$ cat config.mk
export PLATFORM = sky130hd
export DESIGN_NAME = counter_updown_mod_flat
export DESIGN_NICKNAME = d
export VERILOG_FILES = /design/src/rtl/counter_if.sv /design/src/rtl/counter_updown_mod.sv /design/src/flat_wrapper.sv
export SDC_FILE = /design/constraint.sdc
export NUM_CORES = 1
export LEC_CHECK = 0
export BUFFER_PORTS_ARGS = -buffer_cell sky130_fd_sc_hd__buf_2
export CORE_UTILIZATION = 51
export DETAILED_ROUTE_END_ITERATION = 6
export PLACE_DENSITY = 0.78
export SYNTH_ARGS = -nofsm -noshare
export SYNTH_HDL_FRONTEND = slang
export SYNTH_SLANG_ARGS = --single-unit
$ cat constraint.sdc
create_clock -name clk -period 2.6 [get_ports clk]
set_clock_uncertainty 0.1 [all_clocks]
set_input_delay 0.26 -clock clk [delete_from_list [all_inputs] [get_ports clk]]
set_output_delay 0.26 -clock clk [all_outputs]
set_load 0.02 [all_outputs]
$ cat src/rtl/counter_if.sv
// Control/status bundle for counter_updown_mod.
// The master drives the controls; the slave (the counter) drives out/tc/ovf.
interface counter_if #(
  parameter int WIDTH = 4
);
  logic             en;
  logic             clr;
  logic             load;
  logic [WIDTH-1:0] load_val;
  logic             up_dn;
  logic             sat_mode;
  logic [WIDTH-1:0] modulo;
  logic             clr_flags;
  logic [WIDTH-1:0] out;
  logic             tc;
  logic             ovf;

  modport master (
    output en, clr, load, load_val, up_dn, sat_mode, modulo, clr_flags,
    input  out, tc, ovf
  );

  modport slave (
    input  en, clr, load, load_val, up_dn, sat_mode, modulo, clr_flags,
    output out, tc, ovf
  );
endinterface

$ cat src/rtl/counter_updown_mod.sv
// Up/down modulo counter with runtime modulo, load, clear, wrap/saturate, tc pulse and sticky ovf.
// Optional step prescaler enabled by defining COUNTER_PRESCALE_EN.
module counter_updown_mod #(
  parameter int WIDTH     = 4,
  parameter int RESET_VAL = 0,
  parameter int PRESCALE  = 4
) (
  input  logic      clk,
  input  logic      rst_n,
  counter_if.slave  bus
);

  if (WIDTH < 2 || RESET_VAL < 0 || RESET_VAL >= (2 ** WIDTH) || PRESCALE < 1) begin : g_bad_params
    $error("counter_updown_mod: illegal parameter combination");
  end

  localparam logic [WIDTH-1:0] RST_V = WIDTH'(RESET_VAL);

  logic [WIDTH-1:0] cnt_q;
  logic [WIDTH-1:0] cnt_d;
  logic [WIDTH-1:0] limit;
  logic             tc_q;
  logic             ovf_q;
  logic             ovf_d;
  logic             step;
  logic             term;

  // modulo==0 selects the full range, so limit becomes all ones.
  assign limit = (bus.modulo == '0) ? '1 : bus.modulo - 1'b1;

`ifdef COUNTER_PRESCALE_EN
  localparam int            PW       = (PRESCALE > 1) ? $clog2(PRESCALE) : 1;
  localparam logic [PW-1:0] PRE_LAST = PW'(PRESCALE - 1);

  logic [PW-1:0] pre_q;

  // Phase freezes while en is low; clr/load restart it so the next step is a full period away.
  always_ff @(posedge clk or negedge rst_n) begin
    if (!rst_n) begin
      pre_q <= '0;
    end else if (bus.clr || bus.load) begin
      pre_q <= '0;
    end else if (bus.en) begin
      pre_q <= (pre_q == PRE_LAST) ? '0 : pre_q + 1'b1;
    end
  end

  assign step = bus.en && (pre_q == PRE_LAST);
`else
  assign step = bus.en;
`endif

  // NOTE: every output of a combinational block gets a default first, otherwise paths that skip an assignment infer latches.
  always_comb begin
    cnt_d = cnt_q;
    term  = 1'b0;
    if (bus.clr) begin
      cnt_d = RST_V;
    end else if (bus.load) begin
      cnt_d = bus.load_val;
    end else if (step) begin
      if (bus.up_dn) begin
        // >= so a loaded value above the limit terminates on its next up step.
        if (cnt_q >= limit) begin
          term  = 1'b1;
          cnt_d = bus.sat_mode ? limit : '0;
        end else begin
          cnt_d = cnt_q + 1'b1;
        end
      end else begin
        if (cnt_q == '0) begin
          term  = 1'b1;
          cnt_d = bus.sat_mode ? '0 : limit;
        end else if (cnt_q > limit) begin
          cnt_d = limit;
        end else begin
          cnt_d = cnt_q - 1'b1;
        end
      end
    end
  end

  // clr_flags wins over a same-cycle terminal step.
  always_comb begin
    ovf_d = ovf_q;
    if (bus.clr || bus.clr_flags) begin
      ovf_d = 1'b0;
    end else if (term) begin
      ovf_d = 1'b1;
    end
  end

  // NOTE: state registers use non-blocking assignments so all flops update together at the edge.
  always_ff @(posedge clk or negedge rst_n) begin
    if (!rst_n) begin
      cnt_q <= RST_V;
      tc_q  <= 1'b0;
      ovf_q <= 1'b0;
    end else begin
      cnt_q <= cnt_d;
      tc_q  <= term;
      ovf_q <= ovf_d;
    end
  end

  assign bus.out = cnt_q;
  assign bus.tc  = tc_q;
  assign bus.ovf = ovf_q;

endmodule

$ cat src/flat_wrapper.sv
// flat-port wrapper written by rule: the top's interface ports become plain ports
module counter_updown_mod_flat 
#(
  parameter int WIDTH     = 4,
  parameter int RESET_VAL = 0,
  parameter int PRESCALE  = 4
)
  (clk, rst_n, bus_en, bus_clr, bus_load, bus_load_val, bus_up_dn, bus_sat_mode, bus_modulo, bus_clr_flags, bus_out, bus_tc, bus_ovf);
  counter_if #(.WIDTH(WIDTH)) bus_i ();
  input  logic clk;
  input  logic rst_n;
  input wire logic [$bits(bus_i.en)-1:0] bus_en;
  input wire logic [$bits(bus_i.clr)-1:0] bus_clr;
  input wire logic [$bits(bus_i.load)-1:0] bus_load;
  input wire logic [$bits(bus_i.load_val)-1:0] bus_load_val;
  input wire logic [$bits(bus_i.up_dn)-1:0] bus_up_dn;
  input wire logic [$bits(bus_i.sat_mode)-1:0] bus_sat_mode;
  input wire logic [$bits(bus_i.modulo)-1:0] bus_modulo;
  input wire logic [$bits(bus_i.clr_flags)-1:0] bus_clr_flags;
  output wire logic [$bits(bus_i.out)-1:0] bus_out;
  output wire logic [$bits(bus_i.tc)-1:0] bus_tc;
  output wire logic [$bits(bus_i.ovf)-1:0] bus_ovf;
  assign bus_i.en = bus_en;
  assign bus_i.clr = bus_clr;
  assign bus_i.load = bus_load;
  assign bus_i.load_val = bus_load_val;
  assign bus_i.up_dn = bus_up_dn;
  assign bus_i.sat_mode = bus_sat_mode;
  assign bus_i.modulo = bus_modulo;
  assign bus_i.clr_flags = bus_clr_flags;
  assign bus_out = bus_i.out;
  assign bus_tc = bus_i.tc;
  assign bus_ovf = bus_i.ovf;
  counter_updown_mod #(.WIDTH(WIDTH), .RESET_VAL(RESET_VAL), .PRESCALE(PRESCALE)) u_core (.clk(clk), .rst_n(rst_n), .bus(bus_i));
endmodule
==> Word-level counts from Yosys, hierarchy flattened <==
Cells that the tools add are included.
W data, S select, Z words.
{ "word_totals": {"input_bits": 16, "elab_cells": 31, "reg_bits": 6, "out_inout_bits": 6} }
{ "classes": {"muxes": 18, "n_lt_le_gt_ge": 2, "reduce_logical": 5, "add_sub_neg": 3} }
{ "ops": {"columns": ["op", "n"], "rows": [
  ["$mux W4", 10],
  ["$logic_not A4 Y1", 2],
  ["$mux W1", 8],
  ["$sub A4 B1 Y4 const B", 2],
  ["$add A4 B1 Y4 const B", 1],
  ["$ge A4 B4 Y1", 1],
  ["$gt A4 B4 Y1", 1],
  ["$reduce_bool A3 Y1", 1],
  ["$reduce_bool A2 Y1", 1],
  ["$logic_or A1 B1 Y1", 1]
]} }

==> Depth between registers and ports, before layout <==
Gate-level depths: netlist of run 1.
{ "depth": {"ltp_word": 10, "mapped_depth": 10, "depth_no_buf": 10} }

==> Worst setup path after synthesis of run 1 <==
No wires, ideal clock.
{ "synth_path": {"path_type": "input-to-reg", "start": "input bus_modulo[0]", "end": "register u_core.cnt_q[0] (netlist: u_core.bus.out[0])", "cell_stages": 10, "n_path_buf": 0, "required_time_ns": 2.357, "arrival_time_ns": 2.054, "setup_time_ns": 0.143, "slack_ns": 0.303, "path_cell_list": "inv_1 -> ha_1 -> a21oi_1 -> o31a_1 -> ha_1 -> a21oi_2 -> nand2_1 -> o2111a_1 -> a2111oi_0 -> a31oi_1"} }
{ "synth_between": {"elab_chain_cells": 9, "elab_cells_between_ends": 14, "classes_between": "1 x add/sub; 2 x order compare; 10 x mux; 1 x reduce/logical"} }
{ "synth_lines": {"columns": ["element", "line_no", "source"], "rows": [
  ["from (decl)", "flat_wrapper.sv:18", "input wire logic [$bits(bus_i.modulo)-1:0] bus_modulo;"],
  ["$sub A4 B1 Y4 or $logic_not A4 Y1 (tied branches)", "counter_updown_mod.sv:29", "assign limit = (bus.modulo == '0) ? '1 : bus.modulo - 1'b1;"],
  ["$mux W4 *", "counter_updown_mod.sv:29", null],
  ["$gt A4 B4 Y1", "counter_updown_mod.sv:74", "end else if (cnt_q > limit) begin"],
  ["$mux W4", "counter_updown_mod.sv:74", null],
  ["$mux W4", "counter_updown_mod.sv:71", "if (cnt_q == '0) begin"],
  ["$mux W4 *", "counter_updown_mod.sv:62", "if (bus.up_dn) begin"],
  ["$mux W4 *", "counter_updown_mod.sv:61", "end else if (step) begin"],
  ["$mux W4 *", "counter_updown_mod.sv:59", "end else if (bus.load) begin"],
  ["$mux W4 *", "counter_updown_mod.sv:57", "if (bus.clr) begin"],
  ["to (signal assigned)", "counter_updown_mod.sv:100", "cnt_q <= cnt_d;"],
  ["to (decl)", "counter_updown_mod.sv:19", "logic [WIDTH-1:0] cnt_q;"]
]} }
Every way passes the cells marked *; elsewhere a longest branch is shown, timed or not. The select of a mux whose other input is x is not followed.
A chain may end at the register's enable or synchronous reset.

==> Final worst setup path of run 1 <==
{ "layout_path": {"start": "input bus_modulo[0]", "end": "register u_core.cnt_q[3] (netlist: u_core.bus.out[3])"} }
The elaborated chain is that of the path after synthesis.

==> flow_summary.json, run 1 <==
{
  "cap_violations": 0,
  "crit_start": "bus_modulo[0]",
  "grt.total_usage": 0.2642,
  "cp_max_fo": 4,
  "vdd_drop_max_v": 0.0002449,
  "place_congestion": 0.9141,
  "max_freq_ghz": 0.4173,
  "drtIter0Drc": 27,
  "min_period_ns": 2.396,
  "core_area_um2": 1383,
  "clk_pin_slew_ns": 0.04,
  "setup_slack_ns": 0.2037,
  "dpl.hpwl_um": 1543,
  "die_y_um": 41.69,
  "die_w_um": 41.69,
  "critical_path_depth": 11,
  "synthTopCellsByArea": "dfrtp_1, ha_1, xnor2_1, inv_1, a21oi_1",
  "hold_path.class": "input port to flip-flop",
  "met2_usage": 0.3563,
  "synth-main-ff-cell": "dfrtp_1",
  "via_per_inst": 6.748,
  "setup.worst_path.start_class": "input port",
  "final_util": 0.6796,
  "ys_seq_area_frac": 0.1869,
  "drv_slew": 0,
  "synth_cell_types": 44,
  "synth_nets": 115,
  "hold_viol": 0,
  "htreeDepth": 1,
  "ant_nets": 0,
  "cts.sinks": 6,
  "period_share": 0.9216,
  "cts_buffers": 3,
  "ff2ff_path_depth": 6,
  "grt_setup_unrepaired": "no",
  "clkLatencyLatePin_ns": 0.26,
  "grt_first_pass_wirelength_um": 3401,
  "synth-edff-count": 0,
  "slowest_stage": "ha_1",
  "top_usage_layer": "met2",
  "io_buffers": 21,
  "grt_pass1_vias": 785,
  "crit_path_end_kind": "flip-flop",
  "start_util": 0.5810,
  "io_pins": 22,
  "n_antenna_cell": 0,
  "critical_path_class": "input port to flip-flop",
  "die_area_um2": 1738,
  "yosys.area.top_type_share": 0.1869,
  "cts_buffer_depth": 2,
  "synth_seq_cells": 6,
  "wire_per_inst_um": 15.58,
  "crit_arrival_ns": 2.44,
  "cts-root-buf": "clkbuf_4",
  "leakage_nw": 0.4689,
  "grt_max_degree": 15,
  "cp_data_required_time_ns": 2.64,
  "vias": 884,
  "grt.met3_usage": 0.09565,
  "rows": 13,
  "worstReg2RegStart": "u_core.bus.out[2]",
  "ys_warn_count": 0,
  "drive_gt1_frac": 0.3017,
  "syn_avg_cell_area_um2": 8.731,
  "synthCells": 92,
  "use_met1": 0.3316,
  "cts_tree": "yes",
  "finalSetupViolations": 0,
  "area_growth_pct": 16.98,
  "max_stage_delay_ns": 0.38,
  "relSlewSlack": 0.7168,
  "overflow": 0,
  "syn-cell-area_um2": 803.3,
  "antenna_found_initial": 0,
  "yosys.area.top_type": "dfrtp_1",
  "cpLargestDelayFamily": "compound AO/OA/AOI/OAI gates",
  "tightest_slew_ns": 0.4248,
  "reg2reg_to": "u_core.bus.out[3]",
  "finalNetCount": 141,
  "power.density_nw_per_um2": 465.8,
  "dr.pass1.iters": 4,
  "crit_buf_inv": 2,
  "drc": 0,
  "worstPathCellList": "buf_2 -> inv_1 -> ha_1 -> a21oi_1 -> o31a_1 -> ha_1 -> nand4_2 -> and2_1 -> a311oi_1 -> o31ai_1 -> and4b_1",
  "pre_cts_slack_ns": -0.05187,
  "rrSetupSlack_ns": 0.35,
  "endpoint": "u_core.bus.out[3]",
  "wirelength_um": 2041,
  "status": "finished clean",
  "path_common_cell": "ha_1",
  "power_w": 0.0004377,
  "synth_async_sr_flop_share": 1.000
}
worst min-delay path by stage:
stage                   from                 to  cells past startpoint
2_1_floorplan          rst_n  u_core.bus.out[0]                      0
6_report       bus_clr_flags     u_core.bus.ovf                      3
4_1_cts        bus_clr_flags     u_core.bus.ovf                      3
3_3_place_gp           rst_n  u_core.bus.out[2]                      1
3_5_place_dp           rst_n  u_core.bus.out[2]                      1
5_1_grt        bus_clr_flags     u_core.bus.ovf                      3
cells by family (layout without fill, tap and decap cells):
group	after synthesis	after routing	share of synthesized area
AND/OR/NAND/NOR	29	29	0.2337
adder cells (fa/ha/maj)	7	7	0.1090
XOR/XNOR	5	5	0.05451
AO/OA/AOI/OAI	32	32	0.3131
multiplexers	1	1	0.01246
flip-flops	6	6	0.1869
buffers and inverters	12	36	0.09034
what timing repair did:
action,in CTS,in global routing
hold endpoints to repair,6,0
setup endpoints to repair,0,1
hold buffers,1,0
gates resized for setup,0,2
setup buffers,0,0
per-layer routing:
layer	wire length, um	vias up	share of wire
met1	859	412	0.42
met5	0	-	0
met2	894	54	0.44
li1	-	407	-
met4	93	0	0.046
met3	194	11	0.095
power breakdown:
| part | internal (W) | switching [W] |
|---|---|---|
| clock network | 0.0000526 | 0.0000397 |
| registers | 0.000101 | 0.0000157 |
| logic | 0.0000984 | 0.000130 |
worst min-delay path: stages:
cell    delay, ns
buf_2        0.08
nor2_1       0.03
o21a_1       0.09
layout by cell type, fill, tap and decap left out, types with 2 or more instances in the layout:
master and n:
buf_2 21, inv_1 9, nor2_1 7, ha_1 7, a21oi_1 6, dfrtp_1 6, xnor2_1 4, o31ai_1 4
a211oi_1 3, nand3_1 3, nor3_1 3, clkbuf_4 3, o21ai_0 2, a21oi_2 2, nand2_1 2, or3_1 2
nor4_1 2, buf_4 2
stage by stage:
| step | hold WS [ns] | instance area, um^2 | TNS [ns] | std cells |
|---|---|---|---|---|
| floorplan | -0.1356 | 803.3 | 0 | 92 |
| global placement | -0.009073 | 903.4 | 0 | 127 |
| detailed placement | -0.01217 | 903.4 | -0.05980 | 127 |
| CTS | 0.1413 | 935.9 | 0 | 131 |
| global route | 0.1391 | 939.7 | 0 | 131 |
| finish | 0.1379 | 939.7 | 0 | 131 |
cell usage after synthesis, drive strengths merged, types with 2 or more instances:
master  count
dfrtp       6
a21oi       8
nand4       2
nor2b       2
nor2        7
clkbuf      2
nor3        4
nand3       3
or3         2
a211oi      3
ha          7
inv         9
nand2       2
xnor2       4
nor4        2
o31ai       4
o21ai       2
flip-flops by register name, indices dropped and copies added (netlist names):
register and flops:
u_core.bus.out 4, u_core.bus.tc 1, u_core.bus.ovf 1
area by class of cell:
class / count / area [um^2]
Fill cell: 123 / 442.9
Inverter: 9 / 33.78
Timing Repair Buffer: 24 / 130.1
Sequential cell: 6 / 150.1
Multi-Input combinational cell: 74 / 584.3
Clock buffer: 3 / 22.52
Tap cell: 15 / 18.77
Note: power is estimated with default switching activity, not from simulation.
==> run 2: changes to the inputs <==
CORE_MARGIN = 10   (was default)
==> flow_summary.json, run 2 (synthesis gave the netlist of run 1 again) <==
{
  "cts-root-buf": "clkbuf_4",
  "drc": 0,
  "wirelength_um": 2159,
  "cts.sinks": 6,
  "overflow": 0,
  "final_common_cell": "buf_2",
  "cts_tree": "yes",
  "leakage_nw": 0.4671,
  "area_growth_pct": 16.67,
  "reg2reg_to": "u_core.bus.out[1]",
  "dpl.hpwl_um": 1775,
  "finalSetupViolations": 0,
  "vdd_drop_max_v": 0.0002522,
  "finalNetCount": 141,
  "min_to": "u_core.bus.ovf",
  "max_freq_ghz": 0.4257,
  "drv_slew": 0,
  "die_w_um": 59.69,
  "core_area_um2": 1506,
  "die_y_um": 59.69,
  "grt_max_degree": 15,
  "ctsResizeCount": 0,
  "io_buffers": 21,
  "via_per_inst": 6.197,
  "cts_buffers": 3,
  "largest_reg_flops": 4,
  "final_cell_mix": "buf_2, inv_1, nor2_1, ha_1",
  "setup.worst_path.start_class": "input port",
  "n_antenna_cell": 0,
  "crit_path_end_kind": "flip-flop",
  "clk_pin_slew_ns": 0.04,
  "vias": 818,
  "dr.pass1.iters": 4,
  "cp_max_fo": 4,
  "cts_buffer_depth": 2,
  "cp_data_required_time_ns": 2.68,
  "drive_gt1_frac": 0.2931,
  "setup-tns-final_ns": 0,
  "relSlewSlack": 0.7615,
  "ff2ff_path_depth": 6,
  "die_area_um2": 3562,
  "dp_cells": 128,
  "clkLatencyLatePin_ns": 0.24,
  "rows": 14,
  "fin_cells": 132,
  "status": "finished clean",
  "grt_first_pass_wirelength_um": 3525,
  "cap_violations": 0,
  "tightest_slew_ns": 0.3487,
  "period_share": 0.9036,
  "drtIter0Drc": 19,
  "whs_path_depth": 3,
  "hold_path.class": "input port to flip-flop",
  "critical_path_class": "input port to flip-flop",
  "io_pins": 22,
  "crit_start": "bus_modulo[0]",
  "min_period_ns": 2.349,
  "rrSetupSlack_ns": 0.44,
  "power.density_nw_per_um2": 454.8,
  "antenna_found_initial": 0,
  "grt_setup_unrepaired": "no",
  "place_congestion": 0.9164,
  "start_util": 0.5332,
  "worstReg2RegStart": "u_core.bus.out[3]",
  "ant_nets": 0,
  "hold_viol": 0,
  "grt_pass1_vias": 788,
  "htreeDepth": 1,
  "fillerInstances": 143,
  "grt.total_usage": 0.1221,
  "crit_arrival_ns": 2.43,
  "hp-start": "bus_clr_flags",
  "wire_per_inst_um": 16.36
}
-- run 2: cell counts in the layout (fill, tap and decap cells not counted) --
No cell type changed its count.
-- run 2: worst max-delay path by stage --
stage | to | slack (ns) | cells past startpoint
after floorplan | u_core.bus.out[0] | 0.30 | 10
after CTS | u_core.bus.out[1] | 0.27 | 11
after global placement | u_core.bus.out[0] | 0.10 | 11
after detailed placement | u_core.bus.out[1] | 0.02 | 11
after global routing | u_core.bus.out[0] | 0.09 | 11
final | u_core.bus.out[1] | 0.25 | 11
-- run 2: worst max-delay path, cell delays in order --
cell and delay [ns]:
buf_2 0.11, inv_1 0.07, ha_1 0.20, a21oi_1 0.05, o31a_1 0.27, ha_1 0.36, a21oi_2 0.17, nor2b_1 0.29
a21oi_2 0.14, o311ai_1 0.32, a211o_1 0.17
-- run 2: routing by layer --
layer / global-route usage / up-vias / part of all wire
met2: 0.1941 / 29 / 0.50
met1: 0.1553 / 383 / 0.43
met4: 0.04167 / 0 / 0
li1: - / 406 / -
met5: 0 / - / 0
met3: 0.02966 / 0 / 0.073
-- run 2: cell type report --
| type | instances | area, um^2 | share of cell area |
|---|---|---|---|
| Inverter | 9 | 33.78 | 0.03605 |
| Tap cell | 16 | 20.02 | 0.02136 |
| Clock buffer | 3 | 22.52 | 0.02403 |
| Sequential cell | 6 | 150.1 | 0.1602 |
| Timing Repair Buffer | 24 | 130.1 | 0.1389 |
| Multi-Input combinational cell | 74 | 580.6 | 0.6195 |
-- run 2: where the power goes --
part	internal [W]	total, W	switching (W)
Clock	0.0000522	0.0000850	0.0000329
Sequential	0.000101	0.000114	0.0000130
Combinational	0.0000971	0.000227	0.000130
Total	0.000250	0.000426	0.000176
-- run 2: per-stage QoR --
step | instance area, um^2 | total power (W) | setup slack [ns] | hold WS, ns | util
6_report | 937.1 | 0.0004262 | 0.2507 | 0.1570 | 0.6221
5_1_grt | 937.1 | 0.0004610 | 0.09354 | 0.1622 | 0.6221
4_1_cts | 937.1 | 0.0004309 | 0.2692 | 0.1528 | 0.6221
3_5_place_dp | 904.6 | 0.0003400 | 0.02393 | -0.002049 | 0.6005
3_3_place_gp | 904.6 | 0.0003354 | 0.1048 | -0.003123 | 0.6005
2_1_floorplan | 803.3 | 0.0002817 | 0.3030 | -0.1356 | -
-- run 2: repair_timing --
item	CTS	global route
hold buffers	1	0
setup buffers	0	0
endpoints found under the hold margin	6	0
